`config.mk`:
```
export PLATFORM = sky130hd
export DESIGN_NAME = vga_timing_monitor
export DESIGN_NICKNAME = d
export VERILOG_FILES = /design/src/rtl/vga_pkg.sv /design/src/rtl/vga_sync_edge.sv /design/src/rtl/vga_timing_monitor.sv
export SDC_FILE = /design/constraint.sdc
export NUM_CORES = 1
export LEC_CHECK = 0
export ABC_AREA = 1
export CAP_MARGIN = 40
export CORE_ASPECT_RATIO = 1.75
export CORE_MARGIN = 2
export CORE_UTILIZATION = 25
export CTS_BUF_LIST = sky130_fd_sc_hd__clkbuf_16
export CTS_CLUSTER_SIZE = 28
export DETAILED_ROUTE_END_ITERATION = 12
export PLACE_DENSITY = 0.53
export SYNTH_ARGS = -nofsm -noshare
export SYNTH_HDL_FRONTEND = slang
export SYNTH_HIERARCHICAL = 1
export SYNTH_SLANG_ARGS = --single-unit
```
`constraint.sdc`:
```
create_clock -name vga_clk -period 1.97 [get_ports vga_clk]
set_clock_uncertainty 0.15 [all_clocks]
set_input_delay 0.394 -clock vga_clk [delete_from_list [all_inputs] [get_ports vga_clk]]
set_output_delay 0.394 -clock vga_clk [all_outputs]
set_load 0.1 [all_outputs]
```
`src/rtl/vga_pkg.sv`:
```
`default_nettype none
// ============================================================================
//  Module   : vga_pkg
//  Purpose  : Shared 640x480@60 timing constants and lock-state encoding.
//  Revision : 1.0  initial release
// ============================================================================
package vga_pkg;

   localparam int H_TOTAL  = 800;
   localparam int V_TOTAL  = 525;
   localparam int H_ACTIVE = 640;
   localparam int V_ACTIVE = 480;
   localparam int H_SYNC   = 96;
   localparam int V_SYNC   = 2;

   typedef enum logic [1:0] {
      SEARCH  = 2'd0,
      ACQUIRE = 2'd1,
      LOCKED  = 2'd2
   } lock_state_t;

endpackage
`default_nettype wire

```
`src/rtl/vga_sync_edge.sv`:
```
`default_nettype none
// ============================================================================
//  Module   : vga_sync_edge
//  Purpose  : Registers one sync/blank input and flags its rising/falling edges.
//  Revision : 1.0  initial release
// ============================================================================
module vga_sync_edge (
   input  logic vga_clk,
   input  logic reset,
   input  logic din,
   output logic sync,
   output logic rise,
   output logic fall
);

   logic r_prev;

   // Resetting both stages low can only fake a rising edge, never a falling one.
   always_ff @(posedge vga_clk) begin
      if (reset) begin
         sync   <= 1'b0;
         r_prev <= 1'b0;
      end else begin
         sync   <= din;
         r_prev <= sync;
      end
   end

   assign rise = sync & ~r_prev;
   assign fall = r_prev & ~sync;

endmodule
`default_nettype wire

```
`src/rtl/vga_timing_monitor.sv`:
```
`default_nettype none
// ============================================================================
//  Module   : vga_timing_monitor
//  Purpose  : Recovers pixel coordinates from VGA sync/blank, measures timing
//             and declares lock against the expected raster.
//  Revision : 1.0  initial release
// ============================================================================
module vga_timing_monitor #(
   parameter int H_TOTAL     = vga_pkg::H_TOTAL,
   parameter int V_TOTAL     = vga_pkg::V_TOTAL,
   parameter int H_ACTIVE    = vga_pkg::H_ACTIVE,
   parameter int V_ACTIVE    = vga_pkg::V_ACTIVE,
   parameter int LOCK_FRAMES = 2,
   parameter int CW          = 11
) (
   input  logic          vga_clk,
   input  logic          reset,
   input  logic          vga_hs,
   input  logic          vga_vs,
   input  logic          vga_blank_n,
   output logic [9:0]    pix_x,
   output logic [9:0]    pix_y,
   output logic          pix_valid,
   output logic          frame_start,
   output logic [CW-1:0] h_total_meas,
   output logic [CW-1:0] v_total_meas,
   output logic [CW-1:0] h_active_meas,
   output logic [CW-1:0] v_active_meas,
   output logic          locked,
   output logic          timing_err
);

   import vga_pkg::*;

   localparam int            MW          = $clog2(LOCK_FRAMES + 1);
   localparam logic [CW-1:0] c_max       = '1;
   localparam logic [CW-1:0] c_h_total   = CW'(H_TOTAL);
   localparam logic [CW-1:0] c_v_total   = CW'(V_TOTAL);
   localparam logic [CW-1:0] c_h_active  = CW'(H_ACTIVE);
   localparam logic [CW-1:0] c_v_active  = CW'(V_ACTIVE);

   logic w_hs_s, w_hs_rise, w_hs_fall;
   logic w_vs_s, w_vs_rise, w_vs_fall;
   logic w_blank_s, w_blank_rise, w_blank_fall;
   logic w_unused_edges;

   vga_sync_edge u_hs_edge (
      .vga_clk (vga_clk), .reset (reset), .din (vga_hs),
      .sync    (w_hs_s),  .rise  (w_hs_rise), .fall (w_hs_fall)
   );

   vga_sync_edge u_vs_edge (
      .vga_clk (vga_clk), .reset (reset), .din (vga_vs),
      .sync    (w_vs_s),  .rise  (w_vs_rise), .fall (w_vs_fall)
   );

   vga_sync_edge u_blank_edge (
      .vga_clk (vga_clk),   .reset (reset), .din (vga_blank_n),
      .sync    (w_blank_s), .rise  (w_blank_rise), .fall (w_blank_fall)
   );

   assign w_unused_edges = ^{w_hs_s, w_hs_rise, w_vs_s, w_vs_rise};

   logic [CW-1:0] r_hcnt, r_lcnt, r_acnt, r_vacnt;
   logic [CW-1:0] w_hcnt_inc, w_lcnt_inc, w_acnt_inc, w_vacnt_inc;
   logic [CW-1:0] w_lcnt_nx, w_vacnt_nx, w_h_total_nx, w_h_active_nx;

   assign w_hcnt_inc  = (r_hcnt  == c_max) ? c_max : r_hcnt  + CW'(1);
   assign w_lcnt_inc  = (r_lcnt  == c_max) ? c_max : r_lcnt  + CW'(1);
   assign w_acnt_inc  = (r_acnt  == c_max) ? c_max : r_acnt  + CW'(1);
   assign w_vacnt_inc = (r_vacnt == c_max) ? c_max : r_vacnt + CW'(1);

   // Same-cycle line edges are folded in before a frame edge closes the count.
   assign w_lcnt_nx     = w_hs_fall    ? w_lcnt_inc  : r_lcnt;
   assign w_vacnt_nx    = w_blank_fall ? w_vacnt_inc : r_vacnt;
   assign w_h_total_nx  = w_hs_fall    ? w_hcnt_inc  : h_total_meas;
   assign w_h_active_nx = w_blank_fall ? r_acnt      : h_active_meas;

   always_ff @(posedge vga_clk) begin
      if (reset) begin
         r_hcnt        <= '0;
         r_lcnt        <= '0;
         r_acnt        <= '0;
         r_vacnt       <= '0;
         h_total_meas  <= '0;
         v_total_meas  <= '0;
         h_active_meas <= '0;
         v_active_meas <= '0;
         frame_start   <= 1'b0;
         pix_valid     <= 1'b0;
         pix_x         <= '0;
         pix_y         <= '0;
      end else begin
         r_hcnt      <= w_hs_fall ? '0 : w_hcnt_inc;
         r_lcnt      <= w_vs_fall ? '0 : w_lcnt_nx;
         r_vacnt     <= w_vs_fall ? '0 : w_vacnt_nx;
         frame_start <= w_vs_fall;
         pix_valid   <= w_blank_s;

         if (w_blank_fall)   r_acnt <= '0;
         else if (w_blank_s) r_acnt <= w_acnt_inc;

         if (w_hs_fall)    h_total_meas  <= w_hcnt_inc;
         if (w_blank_fall) h_active_meas <= r_acnt;
         if (w_vs_fall) begin
            v_total_meas  <= w_lcnt_nx;
            v_active_meas <= w_vacnt_nx;
         end

         if (w_blank_rise)   pix_x <= '0;
         else if (w_blank_s) pix_x <= pix_x + 10'd1;

         if (w_vs_fall)         pix_y <= '0;
         else if (w_blank_fall) pix_y <= pix_y + 10'd1;
      end
   end

   // A saturated measurement means the input was lost, so it can never match.
   function automatic logic meas_eq(input logic [CW-1:0] m, input logic [CW-1:0] e);
      return (m == e) && (m != c_max);
   endfunction

   logic w_all_match, w_line_bad, w_hs_lost;

   assign w_all_match = meas_eq(w_h_total_nx,  c_h_total)  &&
                        meas_eq(w_lcnt_nx,     c_v_total)  &&
                        meas_eq(w_h_active_nx, c_h_active) &&
                        meas_eq(w_vacnt_nx,    c_v_active);
   assign w_line_bad  = w_hs_fall && !meas_eq(w_hcnt_inc, c_h_total);
   assign w_hs_lost   = (r_hcnt == c_max);

   lock_state_t r_state, w_state_nx;
   logic [MW-1:0] r_match_cnt, w_match_nx, w_match_inc;
   logic          w_locked_nx, w_err_nx;

   assign w_match_inc = r_match_cnt + MW'(1);

   always_ff @(posedge vga_clk) begin
      if (reset) begin
         r_state     <= SEARCH;
         r_match_cnt <= '0;
         locked      <= 1'b0;
         timing_err  <= 1'b0;
      end else begin
         r_state     <= w_state_nx;
         r_match_cnt <= w_match_nx;
         locked      <= w_locked_nx;
         timing_err  <= w_err_nx;
      end
   end

   always_comb begin
      w_state_nx  = r_state;
      w_match_nx  = r_match_cnt;
      w_locked_nx = locked;
      w_err_nx    = timing_err;
      case (r_state)
         SEARCH: begin
            if (w_vs_fall) begin
               w_state_nx = ACQUIRE;
               w_match_nx = '0;
            end
         end
         ACQUIRE: begin
            if (w_vs_fall) begin
               if (!w_all_match) begin
                  w_match_nx = '0;
               end else if (w_match_inc == MW'(LOCK_FRAMES)) begin
                  w_state_nx  = LOCKED;
                  w_match_nx  = '0;
                  w_locked_nx = 1'b1;
               end else begin
                  w_match_nx = w_match_inc;
               end
            end
         end
         LOCKED: begin
            if (w_line_bad || w_hs_lost || (w_vs_fall && !w_all_match)) begin
               w_state_nx  = ACQUIRE;
               w_match_nx  = '0;
               w_locked_nx = 1'b0;
               w_err_nx    = 1'b1;
            end
         end
         default: begin
            w_state_nx  = SEARCH;
            w_match_nx  = '0;
            w_locked_nx = 1'b0;
         end
      endcase
   end

endmodule
`default_nettype wire

```
==> results.toml, run 1 <==
[synth]
synthesis.area_um2 = 5720
yosys_warnings = 6
synthCells = 795
syn_area_per_cell_um2 = 7.20
synth_nets = 806

[worst_setup_path]
r2r_start = "u_blank_edge/r_prev"
crit_path_end_kind = "flip-flop"
critPathKind = "reg -> reg"
critPathMaxFanout = 6
rrSetupSlack_ns = -0.45
ff2ff_path_depth = 19
endpoint = "r_state[0]"
required_ns = 2.14
cp_data_arrival_time_ns = 2.59
cp-start-kind = "flip-flop"
r2r_end = "r_state[0]"
critical_path.startpoint = "u_blank_edge/r_prev"

[clock_network]
path_clk_slew_ns = 0.05
clockBufferDepth = 2
cts_root_buf = "clkbuf_16"
cts_tree = "built"
cts_buffers = 17
htreeDepth = 4
clk_latency_ns = 0.42
cts_hold_buf = 0
cts_sinks = 122

[place]
dpl_worst_slack_ns = -0.506
dpl-instance-area_um2 = 8770
io_buffers = 72
globalplace.congestion = 0.893
dp_hpwl_mm = 14.0

[floorplanning]
die_w_um = 118
rows = 73
io_pins = 73
start_util_pct = 25.4
floorplan.die.height_um = 204
die_area_um2 = 24200
core_area_um2 = 22600

[grt]
grt_max_degree = 27
grt_pass1_vias = 5892
grt_usage_pct = 14.9
overflow = 0
grt_pass1_wl_mm = 28.0
antenna_found_initial = 0

[finish]
n_fill_cell = 2277
antenna_cells = 0
final_cell_mix = "buf_4 (170), nand2_1 (163), nor2_1 (121), inv_1 (100), dfxtp_1 (85)"
final_common_cell = "buf_4"
syn2layout_area_growth_pct = 68.5
drive_gt1_share_pct = 38.6
seq_area_um2 = 2490
multi_input_area_um2 = 2990
nets = 1058
stdcell_area_um2 = 9640

[routing]
drt_iter0_drc = 176
vias = 5857
routed_wl_mm = 17.4
ant_nets = 0
drc = 0
drtPass1Iterations = 4
post_drt_wl_per_cell_um = 12.8
vias_per_cell = 4.31

[status]
violations = "negative setup slack"
outcome = "finished with violations"

[power]
p_per_area_nw_per_um2 = 656
leakage_nw = 4.15
power.total_mw = 6.32
irDropWorstVdd_mv = 0.523

[sta]
fin_ws_ns = -0.451
finalSetupViolations = 6
max_freq_mhz = 413
slew_violations = 0
slew_headroom_pct = 76.9
finalHoldViolations = 0
finalCriticalPeriod_ns = 2.42
tightest_slew_ns = 0.346
rsz0062_at_grt = "yes"
final.period_utilization_pct = 123

[worst_hold_path]
hp-class = "reg -> reg"

[flow_run]
cap_violations = 0
routing by layer:
metal | part of all wire (%) | GRT usage (%) | vias to the layer above
met2 | 59 | 30.3 | 92
met5 | 0 | 0 | -
li1 | - | - | 3035
met1 | 34 | 13.1 | 2697
met3 | 1.7 | 2.76 | 33
met4 | 4.4 | 8.95 | 0
sequential cells by signal, indices dropped and copies added, names as in the netlist, 10 cells and up:
signal,count
pix_x,10
h_active_meas,11
r_vacnt,11
r_hcnt,11
h_total_meas,11
v_total_meas,11
r_acnt,11
r_lcnt,11
v_active_meas,11
pix_y,10
report_power, final:
group	internal, mW	total [mW]	switching [mW]
Sequential	2.51	2.55	0.0394
Clock	1.96	3.10	1.13
Combinational	0.286	0.675	0.389
Total	4.76	6.32	1.56
critical path, cell delays in order (launching register included):
cell     delay, ns
dfxtp_2       0.32
inv_2         0.06
nor2_4        0.05
buf_4         0.14
buf_6         0.12
buf_6         0.12
o21ai_2       0.16
nand2_1       0.08
nor2_2        0.16
nand3_2       0.11
nor2_2        0.10
nand3_2       0.09
nor3_4        0.18
nand2_2       0.09
nand2_4       0.09
nand3_4       0.10
nand2_2       0.07
nor2_1        0.03
nand2_1       0.06
inv_1         0.03
metrics by stage:
| stage | setup TNS, ns | hold WS (ns) | utilization (%) | std cells |
|---|---|---|---|---|
| global placement | -2.68 | 0.262 | 38.9 | 1315 |
| global route | -3.51 | 0.316 | 42.7 | 1359 |
| detailed placement | -2.97 | 0.270 | 38.9 | 1315 |
| CTS | -2.83 | 0.279 | 42.0 | 1350 |
| floorplan | -0.560 | 0.253 | - | 795 |
| finish | -2.50 | 0.279 | 42.7 | 1359 |
timing repair:
action / CTS / global route
pin swaps: 11 / 15
resized for setup: 27 / 25
setup endpoints to repair: 9 / 30
setup buffers: 5 / 9
layout make-up:
| class | count | area share, % |
|---|---|---|
| Multi-Input combinational cell | 549 | 31.0 |
| Timing Repair Buffer | 251 | 29.1 |
| Sequential cell | 122 | 25.9 |
| Clock buffer | 17 | 4.41 |
| Inverter | 106 | 4.13 |
| Tap cell | 300 | 3.89 |
| Clock inverter | 14 | 1.65 |
worst min path at each step:
stage,from,to,slack [ns],cells past startpoint
3_5_place_dp,u_vs_edge/sync,u_vs_edge/r_prev,0.27,2
3_3_place_gp,u_vs_edge/sync,u_vs_edge/r_prev,0.26,2
5_1_grt,u_vs_edge/sync,u_vs_edge/r_prev,0.32,2
2_1_floorplan,u_hs_edge/sync,u_hs_edge/r_prev,0.25,2
6_report,u_vs_edge/sync,u_vs_edge/r_prev,0.28,2
4_1_cts,u_vs_edge/sync,u_vs_edge/r_prev,0.28,2
No activity file was read; power rests on OpenSTA's default activity.
==> inputs of run 2 (changes only) <==
- ABC_CLOCK_PERIOD_IN_PS: not set -> 1970
==> results of run 2 <==
Final layout, timing and power as in run 1 (identical DEF).
